==> src/rtl/alu_pkg.sv <==
// Shared ALU definitions: default operand width, divider FSM states and
// the signed range limits used by the divider.
package alu_pkg;

  localparam int DEF_WIDTH = 11;

  typedef enum logic [1:0] {
    ST_IDLE = 2'd0,
    ST_RUN  = 2'd1,
    ST_DONE = 2'd2
  } state_t;

  localparam logic [DEF_WIDTH-1:0] SMAX = {1'b0, {(DEF_WIDTH-1){1'b1}}};
  localparam logic [DEF_WIDTH-1:0] SMIN = {1'b1, {(DEF_WIDTH-1){1'b0}}};

endpackage

==> src/rtl/div_seq_if.sv <==
// Start/busy/done handshake and operand/result bus between the control unit
// (master) and the sequential divider (slave).
interface div_seq_if
  import alu_pkg::*;
#(
  parameter int WIDTH = DEF_WIDTH
);

  logic             start;
  logic [WIDTH-1:0] acc;
  logic [WIDTH-1:0] arg1;
  logic             busy;
  logic             done;
  logic [WIDTH-1:0] quot;
  logic [WIDTH-1:0] rem;
  logic             div_zero;
  logic             ovf;

  modport master (
    output start, acc, arg1,
    input  busy, done, quot, rem, div_zero, ovf
  );

  modport slave (
    input  start, acc, arg1,
    output busy, done, quot, rem, div_zero, ovf
  );

endinterface

==> src/rtl/div_step.sv <==
// One restoring-division step: shift the partial remainder left, bring in the
// next dividend bit, trial-subtract the divisor and restore on a borrow.
module div_step
  import alu_pkg::*;
#(
  parameter int WIDTH = DEF_WIDTH
) (
  input  logic [WIDTH:0]   rem_i,
  input  logic             dvd_msb_i,
  input  logic [WIDTH-1:0] dvs_i,
  output logic [WIDTH:0]   rem_o,
  output logic             q_bit_o
);

  logic [WIDTH+1:0] shifted;
  logic [WIDTH+1:0] diff;

  // Partial remainder stays below the divisor, so the top bit of diff is a
  // reliable borrow flag.
  always_comb begin
    shifted = {rem_i, dvd_msb_i};
    diff    = shifted - {2'b00, dvs_i};
    q_bit_o = ~diff[WIDTH+1];
    rem_o   = q_bit_o ? diff[WIDTH:0] : shifted[WIDTH:0];
  end

endmodule

==> src/rtl/div_seq.sv <==
// Sequential signed divider: magnitude restoring division one bit per clock,
// with sign fix-up, overflow saturation and divide-by-zero handling.
module div_seq
  import alu_pkg::*;
#(
  parameter int WIDTH = DEF_WIDTH
) (
  input  logic      clk,
  input  logic      rst_n,
  div_seq_if.slave  bus
);

  localparam int               CW     = $clog2(WIDTH);
  localparam logic [WIDTH-1:0] SMAX_W = {1'b0, {(WIDTH-1){1'b1}}};

  state_t           state_q, state_d;
  logic [CW-1:0]    cnt_q, cnt_d;
  logic [WIDTH:0]   prem_q, prem_d;
  logic [WIDTH-1:0] dq_q, dq_d;
  logic [WIDTH-1:0] dvs_q, dvs_d;
  logic             q_neg_q, q_neg_d;
  logic             r_neg_q, r_neg_d;
  logic [WIDTH-1:0] quot_q, quot_d;
  logic [WIDTH-1:0] rem_q, rem_d;
  logic             div_zero_q, div_zero_d;
  logic             ovf_q, ovf_d;

  logic [WIDTH:0]   step_rem;
  logic             step_q;
  logic [WIDTH-1:0] q_mag;
  logic [WIDTH-1:0] r_mag;

  div_step #(.WIDTH(WIDTH)) u_step (
    .rem_i     (prem_q),
    .dvd_msb_i (dq_q[WIDTH-1]),
    .dvs_i     (dvs_q),
    .rem_o     (step_rem),
    .q_bit_o   (step_q)
  );

  // dq_q shifts dividend bits out of the top while quotient bits enter below.
  always_comb begin
    state_d    = state_q;
    cnt_d      = cnt_q;
    prem_d     = prem_q;
    dq_d       = dq_q;
    dvs_d      = dvs_q;
    q_neg_d    = q_neg_q;
    r_neg_d    = r_neg_q;
    quot_d     = quot_q;
    rem_d      = rem_q;
    div_zero_d = div_zero_q;
    ovf_d      = ovf_q;
    q_mag      = {dq_q[WIDTH-2:0], step_q};
    r_mag      = step_rem[WIDTH-1:0];

    case (state_q)
      ST_IDLE: begin
        if (bus.start) begin
          div_zero_d = 1'b0;
          ovf_d      = 1'b0;
          if (bus.arg1 == '0) begin
            state_d    = ST_DONE;
            quot_d     = '0;
            rem_d      = bus.acc;
            div_zero_d = 1'b1;
          end else begin
            state_d = ST_RUN;
            cnt_d   = CW'(WIDTH-1);
            prem_d  = '0;
            dq_d    = bus.acc[WIDTH-1]  ? -bus.acc  : bus.acc;
            dvs_d   = bus.arg1[WIDTH-1] ? -bus.arg1 : bus.arg1;
            q_neg_d = bus.acc[WIDTH-1] ^ bus.arg1[WIDTH-1];
            r_neg_d = bus.acc[WIDTH-1];
          end
        end
      end

      ST_RUN: begin
        prem_d = step_rem;
        dq_d   = q_mag;
        if (cnt_q == '0) begin
          state_d = ST_DONE;
          // A positive quotient with the top bit set only arises from SMIN / -1.
          if (!q_neg_q && q_mag[WIDTH-1]) begin
            quot_d = SMAX_W;
            rem_d  = '0;
            ovf_d  = 1'b1;
          end else begin
            quot_d = q_neg_q ? -q_mag : q_mag;
            rem_d  = r_neg_q ? -r_mag : r_mag;
          end
        end else begin
          cnt_d = cnt_q - CW'(1);
        end
      end

      ST_DONE: state_d = ST_IDLE;

      default: state_d = ST_IDLE;
    endcase
  end

  always_ff @(posedge clk or negedge rst_n) begin
    if (!rst_n) begin
      state_q    <= ST_IDLE;
      cnt_q      <= '0;
      prem_q     <= '0;
      dq_q       <= '0;
      dvs_q      <= '0;
      q_neg_q    <= 1'b0;
      r_neg_q    <= 1'b0;
      quot_q     <= '0;
      rem_q      <= '0;
      div_zero_q <= 1'b0;
      ovf_q      <= 1'b0;
    end else begin
      state_q    <= state_d;
      cnt_q      <= cnt_d;
      prem_q     <= prem_d;
      dq_q       <= dq_d;
      dvs_q      <= dvs_d;
      q_neg_q    <= q_neg_d;
      r_neg_q    <= r_neg_d;
      quot_q     <= quot_d;
      rem_q      <= rem_d;
      div_zero_q <= div_zero_d;
      ovf_q      <= ovf_d;
    end
  end

  assign bus.busy     = (state_q == ST_RUN);
  assign bus.done     = (state_q == ST_DONE);
  assign bus.quot     = quot_q;
  assign bus.rem      = rem_q;
  assign bus.div_zero = div_zero_q;
  assign bus.ovf      = ovf_q;

endmodule

==> src/flat_wrapper.sv <==
// flat-port wrapper written by rule: the top's interface ports become plain ports
module div_seq_flat import alu_pkg::*;
#(
  parameter int WIDTH = DEF_WIDTH
)
  (clk, rst_n, bus_start, bus_acc, bus_arg1, bus_busy, bus_done, bus_quot, bus_rem, bus_div_zero, bus_ovf);
  div_seq_if #(.WIDTH(WIDTH)) bus_i ();
  input  logic clk;
  input  logic rst_n;
  input wire logic [$bits(bus_i.start)-1:0] bus_start;
  input wire logic [$bits(bus_i.acc)-1:0] bus_acc;
  input wire logic [$bits(bus_i.arg1)-1:0] bus_arg1;
  output wire logic [$bits(bus_i.busy)-1:0] bus_busy;
  output wire logic [$bits(bus_i.done)-1:0] bus_done;
  output wire logic [$bits(bus_i.quot)-1:0] bus_quot;
  output wire logic [$bits(bus_i.rem)-1:0] bus_rem;
  output wire logic [$bits(bus_i.div_zero)-1:0] bus_div_zero;
  output wire logic [$bits(bus_i.ovf)-1:0] bus_ovf;
  assign bus_i.start = bus_start;
  assign bus_i.acc = bus_acc;
  assign bus_i.arg1 = bus_arg1;
  assign bus_busy = bus_i.busy;
  assign bus_done = bus_i.done;
  assign bus_quot = bus_i.quot;
  assign bus_rem = bus_i.rem;
  assign bus_div_zero = bus_i.div_zero;
  assign bus_ovf = bus_i.ovf;
  div_seq #(.WIDTH(WIDTH)) u_core (.clk(clk), .rst_n(rst_n), .bus(bus_i));
endmodule
==> config.mk <==
export PLATFORM = sky130hd
export DESIGN_NAME = div_seq_flat
export DESIGN_NICKNAME = d
export VERILOG_FILES = /design/src/rtl/alu_pkg.sv /design/src/rtl/div_seq_if.sv /design/src/rtl/div_step.sv /design/src/rtl/div_seq.sv /design/src/flat_wrapper.sv
export SDC_FILE = /design/constraint.sdc
export NUM_CORES = 1
export LEC_CHECK = 0
export CAP_MARGIN = 0
export CORE_MARGIN = 2
export CORE_UTILIZATION = 40
export CTS_CLUSTER_DIAMETER = 50
export DETAILED_ROUTE_END_ITERATION = 7
export GPL_ROUTABILITY_DRIVEN = 0
export HOLD_SLACK_MARGIN = 0.05
export MAX_ROUTING_LAYER = met4
export PLACE_DENSITY = 0.62
export SYNTH_ARGS = -nofsm -noshare
export SYNTH_HDL_FRONTEND = slang
export SYNTH_SLANG_ARGS = --single-unit
==> constraint.sdc <==
create_clock -name clk -period 5.1 [get_ports clk]
set_input_delay 0.765 -clock clk [delete_from_list [all_inputs] [get_ports clk]]
set_output_delay 0.765 -clock clk [all_outputs]
set_load 0.05 [all_outputs]
==> summary.txt, run 1 <==
CTS
  – Setup bufs post-CTS: 0
  – H-Tree Depth: 3
  – PostCTS Resize Cnt: 0
  – Clock root buffer: clkbuf_16
  – Bufs on Longest Clock Path: 2
  – CTS Buf Count: 9
  – Later-pin clock latency in the skew report: 0.35 ns
  – Cts hold-fix bufs: 0
  – TritonCTS clock tree: built
  – Num Clock Sinks: 66
  – Clk slew on worst S/H paths: 0.06 ns

STA
  – Fmax: 221 MHz
  – Final Hold Fails: 0
  – Least-Margin Pin Slew: 1.08 ns
  – Worst Skew: 0.00893 ns
  – Final Critical Period: 4.53 ns
  – Final period util: 88.9%
  – Final setup violation count: 0
  – Post-route setup TNS: 0 ns
  – Count of final max-slew check failures: 0
  – Worst rel slew slack: 28.0%
  – RSZ-0062 raised after global routing: no

Critical path
  – WP data arrival: 4.82 ns
  – CP required: 5.39 ns
  – CP endpoint kind: flop
  – Crit start category: flop
  – Worst R2R Start: u_core.dq_q[10]
  – RR Endpoint: u_core.bus.rem[10]
  – CP endpoint: u_core.bus.rem[10]
  – Kind of critical path: reg2reg
  – CP Launch Point: u_core.dq_q[10]
  – Crit-path max FO: 11
  – FF-to-FF setup slack: 0.57 ns
  – Cells on worst reg2reg path: 16

Logic synthesis
  – Ys flop type: dfrtp_1
  – Mapped Avg Cell Area: 8.15 sq um
  – Asr flop ratio synth: 100%
  – Post-synth cell types: 61
  – Area share of the leading cell type in the synthesized netlist: 35.4%
  – Synthesized area: 4660 sq um
  – Flop and latch count out of synthesis: 66
  – Synthesis Warnings: 0
  – Top cells by area, synth: dfrtp_1 35%, nand2_1 7.6%, o21ai_0 7.5%
  – Synth cell count leaders: 94 x nand2_1, 70 x o21ai_0, 66 x dfrtp_1, 38 x nor2_1, 30 x a21oi_1
  – Post-synthesis mux area share: 3.17%
  – Count leader, synth: nand2_1
  – Simple-gate share of the synthesized area: 20.9%
  – Largest family of logic cells by synthesized area: compound AO/OA/AOI/OAI gates
  – Post-synthesis adder-cell area fraction: 4.99%
  – EDFF count, synth: 0
  – Seq/Total Area, Yosys: 35.4%
  – Mapped Cells: 572
  – Post-Synth XOR/XNOR Area: 7.89%
  – Leading area contributor after synthesis: dfrtp_1
  – Synthesized net count: 615
  – Compound-Gate Fraction of Synth Area: 22.4%

Finish
  – Multi-input logic area: 2790 sq um
  – FF+latch area: 1650 sq um
  – Layout Nets: 652
  – Final-layout fill cell count: 1,135
  – Ant. Diodes: 0
  – Layout cells sized above 1: 7.33%
  – Synthesis-to-finish area growth: 20.2%

Floorplan
  – Die ar.: 12,500 sq um
  – Io pins: 51
  – Die Wd: 112 microns
  – Row Count: 39
  – Die Y: 112 microns
  – Starting density of the core: 40.8%
  – Area of the core: 11,400 sq um

GRT
  – Global-route wire length before repair: 21,200 microns
  – Vias in the first global route: 4,145
  – GRT Overall Usage: 21.7%
  – Largest net degree at the start of global routing: 67
  – Initial antenna violation count: 0
  – Global route total overflow: 0

Placement
  – DP HPWL: 9260 microns
  – I/O Buffers: 50

Routing
  – Final WL: 12,500 microns
  – Via density: 5.56
  – Wire per inst: 16.6 microns
  – Post-route DRC: 0
  – Detail Route Antenna Nets: 0
  – Drt first pass iters: 5
  – Initial drt markers: 259
  – DR vias: 4,208

Run status
  – Status: finished clean

Min path
  – Hold Path Class: reg2reg

Run
  – Max-cap violations: 0
[state kept, by name (all words and copies together), names as in the netlist, 2 cells and up]
signal and count:
u_core.state_q 2, u_core.bus.rem 11, u_core.prem_q 12, u_core.bus.quot 11, u_core.dvs_q 11, u_core.dq_q 11
u_core.cnt_q 4
[cell type report]
cell class,count,share of cell area (%)
inverters,30,2.01
repair buffers,58,9.91
well taps,143,3.19
flip-flops and latches,66,29.5
clock inverters,3,0.826
multi-input cells,444,49.8
clock buffers,13,4.82
[cells in the final DEF, fill, tap and decap left out, types with 9 or more instances in the layout]
| cell type | Yosys | layout |
|---|---|---|
| nor3_1 | 9 | 9 |
| clkdlybuf4s50_1 | 0 | 49 |
| o22ai_1 | 10 | 10 |
| inv_1 | 28 | 28 |
| dfrtp_1 | 66 | 66 |
| a21oi_1 | 30 | 30 |
| nand2_1 | 94 | 94 |
| xnor2_1 | 21 | 21 |
| o211ai_1 | 10 | 10 |
| nor2_1 | 38 | 38 |
| xor2_1 | 21 | 21 |
| ha_1 | 17 | 17 |
| o21ai_0 | 70 | 70 |
| clkbuf_16 | 0 | 9 |
[stage by stage]
stage | hold WS [ns] | setup WS, ns | util (%) | cells | area (sq um)
after global routing | 0.498 | 0.153 | 49.1 | 757 | 5610
final | 0.477 | 0.568 | 49.1 | 757 | 5610
after detailed placement | 0.469 | 0.672 | 46.3 | 741 | 5290
after floorplan | 0.462 | 1.16 | - | 572 | 4660
after global placement | 0.451 | 0.884 | 46.3 | 741 | 5290
after CTS | 0.482 | 0.643 | 49.1 | 757 | 5610
[worst min path at each step]
| stage | cells past startpoint | to | slack, ns | startpoint |
|---|---|---|---|---|
| after global routing | 1 | u_core.bus.quot[6] | 0.50 | u_core.bus.quot[6] |
| after global placement | 2 | u_core.bus.quot[0] | 0.45 | u_core.bus.quot[0] |
| final | 2 | u_core.bus.quot[2] | 0.48 | u_core.bus.quot[2] |
| after floorplan | 1 | u_core.cnt_q[0] | 0.46 | u_core.cnt_q[0] |
| after detailed placement | 1 | u_core.bus.quot[8] | 0.47 | u_core.bus.quot[8] |
| after CTS | 2 | u_core.bus.quot[2] | 0.48 | u_core.bus.quot[2] |
[kinds of logic (layout without fill, tap and decap cells)]
logic type | count (synthesis) | in the layout
buffers and inverters | 62 | 104
adders and majority gates | 18 | 18
muxes | 14 | 14
DFF | 66 | 66
xor gates and xnor gates | 42 | 42
and+or+nand+nor | 202 | 202
AOI/OAI and AO/OA | 168 | 168
[critical path: stages (launching register included)]
cell       delay, ns
dfrtp_1         0.41
inv_1           0.13
ha_1            0.20
fa_1            0.26
nor2b_4         0.06
o31a_4          0.30
o211a_1         0.24
or3_4           0.41
and2_1          0.27
o21ai_0         0.36
ha_1            0.28
nand2_1         0.09
a2111oi_0       0.53
o21ai_0         0.27
nor4_1          0.25
mux2_2          0.37
nand2_1         0.05
[layer usage]
metal	wire length [microns]	GRT usage, %
met1	6150	29.3
met5	0	-
met4	263	9.11
met2	5660	32.4
met3	467	3.54
Power of run 1 is left out: the tool's default activity adds up to more than one toggle a clock period on the data nets, which glitch-free logic cannot reach.
==> run 2, diff against run 1 <==
- CORE_MARGIN: 2 -> 1
==> run 2 against run 1 <==
Wire length decreased by 0.93%. Die area decreased by 3.5%. Sequential share of layout area increased by 0.099 points. Final area decreased by 0.33%. Sequential cell count unchanged. Critical path depth unchanged. Maximum frequency decreased by 0.63%. Via count increased by 1.9%. Critical endpoint unchanged. Largest cell class unchanged. Highest routed layer unchanged.
==> summary.txt, run 2 (synthesis gave the netlist of run 1 again) <==
Run status
  – Status: finished clean

Critical path
  – Slowest Stage Delay on Critical Path: 0.50 ns (-0.03 ns)
  – Critical Path Slowest Stage Cell: a2111oi_0
  – CP Launch Point: u_core.dq_q[10]
  – CP Cell Sequence: inv_1, ha_1, fa_1, nor2b_4, o31a_4, o211a_1, or3_4, and2_1, o21ai_0, ha_1, nand2_1, a2111oi_0, o21ai_0, nor4_1, mux2_2, nand2_1
  – CP required: 5.37 ns (-0.02 ns)
  – WP data arrival: 4.83 ns (about the same)
  – Worst R2R Start: u_core.dq_q[10]
  – Crit start category: flop
  – Kind of critical path: reg2reg
  – CP endpoint kind: flop
  – Crit-path max FO: 11 (unchanged)

GRT
  – Initial antenna violation count: 0 (unchanged)
  – Global-route wire length before repair: 20,300 microns (-4.1%)
  – GRT Overall Usage: 22.8% (+1.1 points)
  – Global route total overflow: 0 (unchanged)
  – Largest net degree at the start of global routing: 67 (unchanged)
  – Vias in the first global route: 3,915 (-5.5%)

STA
  – Final Hold Fails: 0 (unchanged)
  – RSZ-0062 raised after global routing: no
  – Final setup violation count: 0 (unchanged)
  – Post-route setup TNS: 0 ns (unchanged)
  – Worst rel slew slack: 30.2% (+2.2 points)
  – Least-Margin Pin Slew: 1.05 ns (-0.0337 ns)
  – Fmax: 219 MHz (-0.63%)
  – Final period util: 89.4% (+0.56 points)
  – Worst Skew: 0.00775 ns (-0.00118 ns)
  – Count of final max-slew check failures: 0 (unchanged)
  – Final Critical Period: 4.56 ns (+0.0288 ns)

CTS
  – H-Tree Depth: 3 (unchanged)
  – Clk slew on worst S/H paths: 0.05 ns (about the same)
  – Later-pin clock latency in the skew report: 0.33 ns (-0.02 ns)
  – TritonCTS clock tree: built
  – PostCTS Resize Cnt: 0 (unchanged)
  – Cts hold-fix bufs: 0 (unchanged)
  – Bufs on Longest Clock Path: 2 (unchanged)
  – Setup bufs post-CTS: 0 (unchanged)
  – Num Clock Sinks: 66 (unchanged)
  – CTS Buf Count: 9 (unchanged)
  – Clock root buffer: clkbuf_16

Finish
  – Ant. Diodes: 0 (unchanged)
  – Max FFs per register: 12 (unchanged)
  – Most frequent cells in the layout: 94 x nand2_1, 69 x o21ai_0, 66 x dfrtp_1
  – Layout cells sized above 1: 7.03% (-0.30 points)
  – Synthesis-to-finish area growth: 19.8%
  – Layout Nets: 651 (-0.15%)
  – Most common cell after layout, fill and taps aside: nand2_1
  – Biggest register: u_core.prem_q
  – Final-layout fill cell count: 1,123 (-1.1%)

Routing
  – DR vias: 4,286 (+1.9%)
  – Via density: 5.68 (+2.1%)
  – Final WL: 12,400 microns (-0.93%)
  – Post-route DRC: 0 (unchanged)
  – Detail Route Antenna Nets: 0 (unchanged)
  – Initial drt markers: 269 (+3.9%)
  – Wire per inst: 16.5 microns (-0.67%)
  – Drt first pass iters: 5 (unchanged)

Min path
  – Hold Path Class: reg2reg
  – Min-delay src: u_core.bus.quot[0]

Floorplan
  – Area of the core: 11,400 sq um (-0.43%)
  – Io pins: 51 (unchanged)
  – Die ar.: 12,100 sq um (-3.5%)
  – Row Count: 39 (unchanged)
  – Die Wd: 110 microns (-1.8%)
  – Die Y: 110 microns (-1.8%)
  – Starting density of the core: 41.0% (+0.18 points)

Placement
  – I/O Buffers: 50 (unchanged)
  – DP HPWL: 9190 microns (-0.79%)

Run
  – Max-cap violations: 0 (unchanged)
-- run 2: cell types whose count changed in the layout (fill, tap and decap cells not counted) --
| cell | before | now |
|---|---|---|
| buf_4 | 8 | 7 |
| o21ai_0 | 70 | 69 |
| o21ai_1 | 0 | 1 |
| clkinv_4 | 1 | 0 |
| clkinv_2 | 0 | 1 |
| clkinvlp_4 | 1 | 0 |
-- run 2: worst max-delay path, delay by kind of cell, from the launching register on --
kind,cells,cell delay [ns]
AOI/OAI and AO/OA,5,1.64
and+or+nand+nor,6,1.20
adders and majority gates,3,0.75
DFF,1,0.40
muxes,1,0.38
buffers and inverters,1,0.12
-- run 2: worst paths after layout --
kind | end | depth (start not counted) | slack, ns
min reg2reg | u_core.bus.quot[0] | 2 | 0.48
min in group asynchronous | u_core.dq_q[5] | 2 | 0.61
min | u_core.bus.quot[0] | 2 | 0.48
max reg2reg | u_core.bus.rem[10] | 16 | 0.54
max in group asynchronous | u_core.dvs_q[1] | 2 | 3.92
max | u_core.bus.rem[10] | 16 | 0.54
-- run 2: final cells by class --
class / instances / area (sq um) / area share, %
Clock buffer: 13 / 270 / 4.84
Clock inverter: 2 / 35.0 / 0.627
Inverter: 30 / 113 / 2.02
Tap cell: 143 / 179 / 3.20
Sequential cell: 66 / 1650 / 29.6
Timing Repair Buffer: 57 / 548 / 9.81
Multi-Input combinational cell: 444 / 2790 / 50.0
-- run 2: metrics by stage --
step / instance area (sq um) / std cells / utilization (%) / setup slack [ns] / hold WS (ns)
2_1_floorplan: 4660 / 572 / - / 1.16 / 0.462
3_3_place_gp: 5280 / 740 / 46.5 / 0.637 / 0.451
3_5_place_dp: 5280 / 740 / 46.5 / 0.349 / 0.466
4_1_cts: 5590 / 755 / 49.1 / 0.332 / 0.478
5_1_grt: 5590 / 755 / 49.1 / 0.157 / 0.509
6_report: 5590 / 755 / 49.1 / 0.539 / 0.477
-- run 2: metal layers --
layer	up-vias	global-route usage (%)	share of wire, %
li1	2108	-	-
met1	2038	32.2	49
met2	126	33.1	46
met3	14	4.06	4.6
met4	0	6.95	1.1
met5	-	-	0
Power of run 2 is left out for the same reason.
==> run 3, diff against run 2 <==
- CAP_MARGIN: 0 -> default
- CORE_UTILIZATION: 40 -> 30
- GPL_ROUTABILITY_DRIVEN: 0 -> default
- PLACE_DENSITY: 0.62 -> 0.5
==> run 3 against run 2 <==
Final area rose by 1.4%. Die area rose by 33%. Largest cell class unchanged. Clock-buffer cell count fell by 3. Non-clock buffer count did not move. Clock skew barely moved. Critical path depth did not move. Sequential share of layout area fell by 0.42 points. Worst setup slack improved by 0.0083 ns.
==> summary.txt, run 3 (synthesis gave the netlist of run 1 again) <==
Run status
  – Status: finished clean

Placement
  – DP HPWL: 9920 microns (+8.0%)
  – Final RePlAce weighted congestion: 0.868
  – I/O Buffers: 50 (unchanged)

CTS
  – TritonCTS clock tree: built
  – CTS Buf Count: 9 (unchanged)
  – Later-pin clock latency in the skew report: 0.34 ns (about the same)
  – Clk slew on worst S/H paths: 0.06 ns (about the same)
  – Num Clock Sinks: 66 (unchanged)
  – Clock root buffer: clkbuf_16
  – Setup bufs post-CTS: 0 (unchanged)
  – Cts hold-fix bufs: 0 (unchanged)
  – PostCTS Resize Cnt: 0 (unchanged)
  – H-Tree Depth: 3 (unchanged)
  – Bufs on Longest Clock Path: 2 (unchanged)

Finish
  – Layout cells sized above 1: 7.34% (+0.31 points)
  – Layout Nets: 651 (unchanged)
  – Biggest register: u_core.prem_q
  – Synthesis-to-finish area growth: 21.5%
  – Ant. Diodes: 0 (unchanged)
  – Most common cell after layout, fill and taps aside: nand2_1
  – Max FFs per register: 12 (unchanged)
  – Most frequent cells in the layout: 94 x nand2_1, 70 x o21ai_0, 66 x dfrtp_1

Floorplan
  – Io pins: 51 (unchanged)
  – Die Y: 127 microns (+15%)
  – Starting density of the core: 30.7% (-10 points)
  – Row Count: 45 (+15%)
  – Area of the core: 15,200 sq um (+34%)
  – Die ar.: 16,000 sq um (+33%)
  – Die Wd: 127 microns (+15%)

Routing
  – Via density: 5.31 (-6.4%)
  – DR vias: 4,257 (-0.68%)
  – Detail Route Antenna Nets: 0 (unchanged)
  – Drt first pass iters: 5 (unchanged)
  – Final WL: 13,400 microns (+7.5%)
  – Wire per inst: 16.7 microns (+1.3%)
  – Post-route DRC: 0 (unchanged)
  – Initial drt markers: 280 (+4.1%)

STA
  – Fmax: 220 MHz (+0.18%)
  – Final Critical Period: 4.55 ns (-0.00827 ns)
  – Worst Skew: 0.00791 ns (+0.000163 ns)
  – Worst rel slew slack: 26.8% (-3.4 points)
  – Final period util: 89.3% (-0.16 points)
  – Post-route setup TNS: 0 ns (unchanged)
  – RSZ-0062 raised after global routing: no
  – Final Hold Fails: 0 (unchanged)
  – Least-Margin Pin Slew: 1.10 ns (+0.0510 ns)
  – Count of final max-slew check failures: 0 (unchanged)
  – Final setup violation count: 0 (unchanged)

Critical path
  – WP data arrival: 4.84 ns (about the same)
  – Kind of critical path: reg2reg
  – Crit start category: flop
  – Cells on worst reg2reg path: 16 (unchanged)
  – CP endpoint kind: flop
  – Crit-path max FO: 11 (unchanged)
  – CP required: 5.38 ns (about the same)

Min path
  – Hold Path Class: reg2reg
  – Min-Delay Path Depth: 2 (unchanged)

GRT
  – Global route total overflow: 0 (unchanged)
  – Vias in the first global route: 4,081 (+4.2%)
  – GRT Overall Usage: 18.1% (-4.7 points)
  – Initial antenna violation count: 0 (unchanged)
  – Global-route wire length before repair: 22,000 microns (+8.4%)
  – Largest net degree at the start of global routing: 45 (-33%)

Run
  – Max-cap violations: 0 (unchanged)
[run 3: path summary, 6_finish.rpt]
path,from,to,slack [ns]
max,u_core.dq_q[10],u_core.bus.rem[10],0.55
min,u_core.bus.quot[0],u_core.bus.quot[0],0.47
max reg2reg,u_core.dq_q[10],u_core.bus.rem[10],0.55
min reg2reg,u_core.bus.quot[0],u_core.bus.quot[0],0.47
max in group asynchronous,rst_n,u_core.dvs_q[3],3.60
min in group asynchronous,rst_n,u_core.dq_q[7],0.52
[run 3: layer usage]
metal  track usage (%)  wire (microns)  up-vias
met5                 -               0        -
met4              4.97             157        0
met3              3.84             641       13
met2              27.4            5920      131
met1              24.5            6640     2021
li1                  -               -     2092
[run 3: per-stage QoR]
step,utilization (%),setup slack (ns),hold WS [ns],std cells,area [sq um]
final,37.3,0.548,0.470,801,5670
after global routing,37.3,0.237,0.491,801,5670
after CTS,37.3,0.614,0.474,801,5670
after detailed placement,35.1,0.645,0.460,785,5340
after global placement,35.1,0.762,0.451,785,5340
after floorplan,-,1.16,0.462,572,4660
[run 3: area by class of cell]
class	instances	area, sq um
sequential	66	1650
timing repair buffer	57	548
fill	1613	9530
tap	188	235
inverter	30	113
clock inverter	6	90.1
multi-input combinational	444	2790
clock buffer	10	239
[run 3: critical path, cell delays in order (launching register included)]
cell and delay, ns:
dfrtp_1 0.40, inv_1 0.13, ha_1 0.20, fa_1 0.26, nor2b_4 0.06, o31a_4 0.30, o211a_1 0.24, or3_4 0.41
and2_1 0.29, o21ai_0 0.38, ha_1 0.29, nand2_1 0.09, a2111oi_0 0.47, o21ai_0 0.26, nor4_1 0.28, mux2_2 0.37
nand2_1 0.05
Power of run 3 is left out for the same reason.
